$ cat config.mk
export PLATFORM = sky130hd
export DESIGN_NAME = mem_responder_flat
export DESIGN_NICKNAME = d
export VERILOG_FILES = /design/src/rtl/mem_responder_if.sv /design/src/rtl/mem_responder.sv /design/src/flat_wrapper.sv
export SDC_FILE = /design/constraint.sdc
export NUM_CORES = 1
export LEC_CHECK = 0
export ABC_AREA = 1
export BUFFER_PORTS_ARGS = -buffer_cell sky130_fd_sc_hd__buf_2
export CORE_MARGIN = 4
export CORE_UTILIZATION = 40
export DETAILED_ROUTE_END_ITERATION = 6
export GPL_ROUTABILITY_DRIVEN = 0
export PLACE_DENSITY_LB_ADDON = 0.15
export SLEW_MARGIN = 5
export SYNTH_ARGS = -nofsm -noshare
export SYNTH_HDL_FRONTEND = slang
export SYNTH_SLANG_ARGS = --single-unit
$ cat constraint.sdc
create_clock -name CLK -period 2.4 [get_ports CLK]
set_input_delay 0.48 -clock CLK [delete_from_list [all_inputs] [get_ports CLK]]
set_output_delay 0.48 -clock CLK [all_outputs]
set_load 0.01 [all_outputs]
$ cat src/rtl/mem_responder_if.sv
// ----------------------------------------------------------------------------
// mem_responder_if
//
// Request/acknowledge bus between the CPU fetch/execute sequencer and the
// memory responder. The CPU (master) raises req together with we/addr/wdata.
// The responder (slave) returns a one-cycle ack with err/rdata and exposes
// busy while a transaction is in flight.
//
// Signals:
//   req    master->slave  request valid (sampled by the slave only when idle)
//   we     master->slave  1 = write, 0 = read
//   addr   master->slave  word address, ADDR_W bits
//   wdata  master->slave  write data, DATA_W bits
//   ack    slave->master  one-cycle completion pulse
//   err    slave->master  valid with ack; 1 = write to read-only region refused
//   rdata  slave->master  read data, valid with ack, held until the next ack
//   busy   slave->master  high while a transaction is in progress
// ----------------------------------------------------------------------------
interface mem_responder_if #(
    parameter int unsigned DATA_W = 8,
    parameter int unsigned ADDR_W = 4
);

    logic              req;
    logic              we;
    logic [ADDR_W-1:0] addr;
    logic [DATA_W-1:0] wdata;
    logic              ack;
    logic              err;
    logic [DATA_W-1:0] rdata;
    logic              busy;

    modport master (
        output req,
        output we,
        output addr,
        output wdata,
        input  ack,
        input  err,
        input  rdata,
        input  busy
    );

    modport slave (
        input  req,
        input  we,
        input  addr,
        input  wdata,
        output ack,
        output err,
        output rdata,
        output busy
    );

endinterface

$ cat src/rtl/mem_responder.sv
// ----------------------------------------------------------------------------
// mem_responder
//
// Latency-tolerant memory responder for CPU fetch, load and store requests.
// Holds a DEPTH x DATA_W word array, inserts WAIT_CYCLES wait states before
// each access and refuses writes at or above RO_START.
//
// Parameters:
//   DATA_W      word width
//   ADDR_W      address width, DEPTH = 2**ADDR_W
//   WAIT_CYCLES wait states per access, 0..15
//   RO_START    first read-only address; RO_START = DEPTH disables protection
//
// Ports:
//   CLK  in   clock, all state changes on the rising edge
//   RST  in   synchronous active-high reset; clears state, outputs and memory
//   bus  slave modport of mem_responder_if
//          req/we/addr/wdata  request, captured only while idle
//          ack/err/rdata      registered response, ack/err are 1-cycle pulses
//          busy               decoded from the state register
//
// Transaction timing with W = WAIT_CYCLES: request in c0, WAIT in c1..cW,
// ACCESS in cW+1, ack in cW+2.
// ----------------------------------------------------------------------------
module mem_responder #(
    parameter int unsigned DATA_W      = 8,
    parameter int unsigned ADDR_W      = 4,
    parameter int unsigned WAIT_CYCLES = 1,
    parameter int unsigned RO_START    = 12
) (
    input  logic          CLK,
    input  logic          RST,
    mem_responder_if.slave bus
);

    localparam int unsigned DEPTH = 1 << ADDR_W;

    // Counter load value on acceptance; unused when WAIT_CYCLES is zero.
    localparam logic [3:0] WAIT_INIT = (WAIT_CYCLES == 0) ? 4'd0
                                                          : 4'(WAIT_CYCLES - 1);

    typedef enum logic [1:0] {
        ST_IDLE   = 2'd0,
        ST_WAIT   = 2'd1,
        ST_ACCESS = 2'd2
    } state_t;

    // ------------------------------------------------------------------
    // State and datapath registers
    // ------------------------------------------------------------------
    state_t            state_q, state_d;
    logic [3:0]        wcnt_q, wcnt_d;
    logic              we_q, we_d;
    logic [ADDR_W-1:0] addr_q, addr_d;
    logic [DATA_W-1:0] wdata_q, wdata_d;
    logic              ack_q, ack_d;
    logic              err_q, err_d;
    logic [DATA_W-1:0] rdata_q, rdata_d;

    logic [DATA_W-1:0] mem_q [DEPTH];
    logic              mem_we;

    // Captured address falls inside the protected upper region.
    logic              addr_ro;
    assign addr_ro = (32'(addr_q) >= RO_START);

    // ------------------------------------------------------------------
    // Next-state / output logic
    // ------------------------------------------------------------------
    always_comb begin
        state_d = state_q;
        wcnt_d  = wcnt_q;
        we_d    = we_q;
        addr_d  = addr_q;
        wdata_d = wdata_q;
        ack_d   = 1'b0;
        err_d   = 1'b0;
        rdata_d = rdata_q;
        mem_we  = 1'b0;

        unique case (state_q)
            ST_IDLE: begin
                if (bus.req) begin
                    we_d    = bus.we;
                    addr_d  = bus.addr;
                    wdata_d = bus.wdata;
                    if (WAIT_CYCLES == 0) begin
                        state_d = ST_ACCESS;
                    end else begin
                        state_d = ST_WAIT;
                        wcnt_d  = WAIT_INIT;
                    end
                end
            end

            ST_WAIT: begin
                // Counter holds at zero on the exit edge; its value is
                // reloaded on the next acceptance anyway.
                if (wcnt_q == 4'd0) begin
                    state_d = ST_ACCESS;
                end else begin
                    wcnt_d = wcnt_q - 4'd1;
                end
            end

            ST_ACCESS: begin
                ack_d   = 1'b1;
                state_d = ST_IDLE;
                if (!we_q) begin
                    rdata_d = mem_q[addr_q];
                end else if (!addr_ro) begin
                    mem_we  = 1'b1;
                    rdata_d = wdata_q;
                end else begin
                    // Refused write reports the unchanged stored word.
                    rdata_d = mem_q[addr_q];
                    err_d   = 1'b1;
                end
            end

            default: begin
                state_d = ST_IDLE;
            end
        endcase
    end

    // ------------------------------------------------------------------
    // Control and response registers
    // ------------------------------------------------------------------
    always_ff @(posedge CLK) begin
        if (RST) begin
            state_q <= ST_IDLE;
            wcnt_q  <= '0;
            we_q    <= 1'b0;
            addr_q  <= '0;
            wdata_q <= '0;
            ack_q   <= 1'b0;
            err_q   <= 1'b0;
            rdata_q <= '0;
        end else begin
            state_q <= state_d;
            wcnt_q  <= wcnt_d;
            we_q    <= we_d;
            addr_q  <= addr_d;
            wdata_q <= wdata_d;
            ack_q   <= ack_d;
            err_q   <= err_d;
            rdata_q <= rdata_d;
        end
    end

    // ------------------------------------------------------------------
    // Storage array; reset clears every word and wins over a pending write.
    // ------------------------------------------------------------------
    always_ff @(posedge CLK) begin
        if (RST) begin
            for (int unsigned i = 0; i < DEPTH; i++) begin
                mem_q[i] <= '0;
            end
        end else if (mem_we) begin
            mem_q[addr_q] <= wdata_q;
        end
    end

    // ------------------------------------------------------------------
    // Outputs
    // ------------------------------------------------------------------
    assign bus.ack   = ack_q;
    assign bus.err   = err_q;
    assign bus.rdata = rdata_q;
    assign bus.busy  = (state_q != ST_IDLE);

endmodule

$ cat src/flat_wrapper.sv
// flat-port wrapper written by rule: the top's interface ports become plain ports
module mem_responder_flat 
#(
    parameter int unsigned DATA_W      = 8,
    parameter int unsigned ADDR_W      = 4,
    parameter int unsigned WAIT_CYCLES = 1,
    parameter int unsigned RO_START    = 12
)
  (CLK, RST, bus_req, bus_we, bus_addr, bus_wdata, bus_ack, bus_err, bus_rdata, bus_busy);
  mem_responder_if #(.DATA_W(DATA_W), .ADDR_W(ADDR_W)) bus_i ();
  input  logic CLK;
  input  logic RST;
  input wire logic [$bits(bus_i.req)-1:0] bus_req;
  input wire logic [$bits(bus_i.we)-1:0] bus_we;
  input wire logic [$bits(bus_i.addr)-1:0] bus_addr;
  input wire logic [$bits(bus_i.wdata)-1:0] bus_wdata;
  output wire logic [$bits(bus_i.ack)-1:0] bus_ack;
  output wire logic [$bits(bus_i.err)-1:0] bus_err;
  output wire logic [$bits(bus_i.rdata)-1:0] bus_rdata;
  output wire logic [$bits(bus_i.busy)-1:0] bus_busy;
  assign bus_i.req = bus_req;
  assign bus_i.we = bus_we;
  assign bus_i.addr = bus_addr;
  assign bus_i.wdata = bus_wdata;
  assign bus_ack = bus_i.ack;
  assign bus_err = bus_i.err;
  assign bus_rdata = bus_i.rdata;
  assign bus_busy = bus_i.busy;
  mem_responder #(.DATA_W(DATA_W), .ADDR_W(ADDR_W), .WAIT_CYCLES(WAIT_CYCLES), .RO_START(RO_START)) u_core (.CLK(CLK), .RST(RST), .bus(bus_i));
endmodule
==> results.md <==
* Vias in the first global route at 5,014
* Hold EP: u_core.bus.ack
* Worst VDD drop at 0.0005503 V
* Rel. slew slack at 0.4524
* Critical path startpoint category: register
* Lkg Pwr at 3.458 nW
* Tmin final at 1947 ps
* Clk buf depth at 2
* EDFF count, synth at 128
* Status: completed
* Max cap viols at 0
* Hold Slack at 300.7 ps
* Post-CTS sizing at 0
* Area leader, netlist: edfxtp_1
* Worst flop-to-flop path startpoint: u_core.state_q[0]
* Power Total at 0.006498 W
* Area growth, synth to finish at 13.51%
* Max-slew violation count at 0
* Hold Crit Class: primary input to register
* Largest net degree at the start of global routing at 75
* Die height at 141.8 um
* Ant diodes at 0
* Antenna Nets Post-Route at 0
* Port Buf Inserts at 26
* CTS tree: built
* Crit Path Class: register to register
* R2R cell count at 5
* DR vias at 5,088
* Initial antenna violation count at 0
* DIE WIDTH at 141.8 um
* Cells after Synth at 747
* Hold Crit Start: RST
* Top_reg_cell synth: edfxtp_1
* RSZ-0062 raised after global routing: false
* Synth area leaders: edfxtp_1 (54%), dfxtp_1 (9.2%), nor2_1 (7.8%)
* Total wire length at 16.78 mm
* DP HPWL at 11.21 mm
* Final Setup Violations at 0
* H-tree Lvls at 4
* Commonest cells in the netlist: nor2_1 (148), nand2_1 (140), edfxtp_1 (128)
* Detailed Routing Iterations Pass 1 at 5
* Total CTS buffers at 17
* Final cell utilization of the core at 0.4665
* Dpl cells at 998
* IO Count at 27
* Flop2flop setup slack at 450 ps
* Worst-margin pin slew at 818.4 ps
* Clk_skew at 12.49 ps
* Residual DRC at 0
* Most frequent cell after synthesis: nor2_1
* Nets at 810
* Reg clk slew, reported paths at 60 ps
* Syn Area/Cell at 9.582 um^2
* Synth cell types at 24
* Data required, critical path at 2490 ps
* Pwr dens at 799.7 nW/um^2
* Share of the synthesized area in the top cell type at 0.5370
* Fin cells at 1,030
* Root buffer cell: clkbuf_16
* Starting density of the core at 0.4110
* DRC marker count from the first detailed-route iteration at 354
* Ys Warns at 0
* Hold Crit Depth at 2
* F_max at 0.5135 GHz
* Setup Total Neg Slack at 0 ps
* Average wire per standard cell at 16.29 um
* Worst-Skew Late Latency at 430 ps
* # rows at 48
* Type of destination of the critical path: register
* Fin crit share at 0.8114
* Seq/Total Area, Yosys at 0.6293
* Core box area at 17,420 um^2
* Cts hold-fix bufs at 0
* First-pass GRT wire length at 26.37 mm
* Endpoints failing hold at 0
* WP data arrival at 2040 ps
* Seq cells post-synth at 161
* Worst reg2reg endpoint: u_core.mem_q[3][2]
* Synth Cell Area at 7158 um^2
* Gr ovfl total at 0
* Die area at 20,100 um^2
* Critical path peak fanout at 9
* Post-CTS Setup Inserts at 0
* Post-synthesis async set-or-reset flop share at 0
* Share of layout cells above drive strength 1 at 0.1081
* Total GRT Usage at 0.1743
* Vias per cell at 4.940
* Clock sink count at 161
==> layout make-up <==
| class | instances | area [um^2] |
|---|---|---|
| sequential | 161 | 4506 |
| clock inverter | 11 | 88.84 |
| tap | 225 | 281.5 |
| multi-input combinational | 500 | 2278 |
| fill | 1660 | 9291 |
| inverter | 72 | 270.3 |
| clock buffer | 21 | 440.4 |
| timing repair buffer | 40 | 260.3 |
==> worst max-delay path, cell delays in order (launching register included) <==
cell and delay [ps]:
dfxtp_1 360, nor3_4 250, nand2_4 110, nor3_4 420, nand2_4 170, nand2_1 290
==> where the power goes <==
group	switching [W]	internal [W]
Clock	0.00104	0.00141
Sequential	0.0000674	0.00316
Combinational	0.000589	0.000225
==> flip-flops by register name, summed over array words and instances (netlist names), named ones only <==
signal and flops:
u_core.we_q 1, u_core.bus.ack 1, u_core.bus.rdata 8, u_core.wcnt_q 4, u_core.addr_q 4, u_core.bus.err 1, u_core.mem_q 128, u_core.state_q 2
u_core.wdata_q 8
==> worst max-delay path by stage <==
stage / start / endpoint / slack [ps] / depth (start not counted)
detailed placement: RST / u_core.mem_q[3][5] / 200 / 6
floorplan: RST / u_core.mem_q[3][0] / 480 / 6
global route: u_core.state_q[1] / u_core.mem_q[3][1] / 310 / 6
CTS: u_core.state_q[0] / u_core.mem_q[3][4] / 440 / 5
global placement: RST / u_core.mem_q[3][1] / 230 / 6
finish: u_core.state_q[0] / u_core.mem_q[3][2] / 450 / 5
==> per-layer routing <==
metal | GRT usage | share of wire
met5 | 0 | 0
met4 | 0.07071 | 0.024
met3 | 0.04213 | 0.056
met2 | 0.2726 | 0.47
met1 | 0.2340 | 0.45
==> cell families (layout without fill, tap and decap cells) <==
family / count (synthesis) / after routing / synth area share
buffers and inverters: 117 / 144 / 0.06869
AOI/OAI and AO/OA: 83 / 83 / 0.06188
and+or+nand+nor: 383 / 383 / 0.2361
other: 1 / 32 / 0.0005239
DFF: 161 / 161 / 0.6293
adders and majority gates: 2 / 2 / 0.003495
==> metrics by stage <==
step / setup slack (ps) / cell area, um^2
after detailed placement: 204.3 / 7596
final: 452.6 / 8125
after global routing: 309.8 / 8125
after global placement: 228.3 / 7596
after CTS: 435.1 / 8125
after floorplan: 476.7 / 7274
==> cell usage in the layout, fill, tap and decap left out <==
master,n
clkbuf_1,4
nor3_4,4
clkinv_4,2
clkinv_2,2
conb_1,32
buf_4,12
o211ai_1,10
nor2_2,4
buf_2,26
o31ai_1,1
clkinvlp_4,1
nand2_4,13
ha_1,2
o21ai_0,50
bufinv_16,1
nand2_1,140
clkbuf_16,17
inv_6,1
inv_1,71
dfxtp_1,32
nand3_1,72
nand4_1,1
clkinv_1,4
inv_2,1
and3_1,1
a21oi_1,22
edfxtp_1,128
nor2_1,148
buf_12,2
dfxtp_2,1
(Power assumes the default switching activity.)
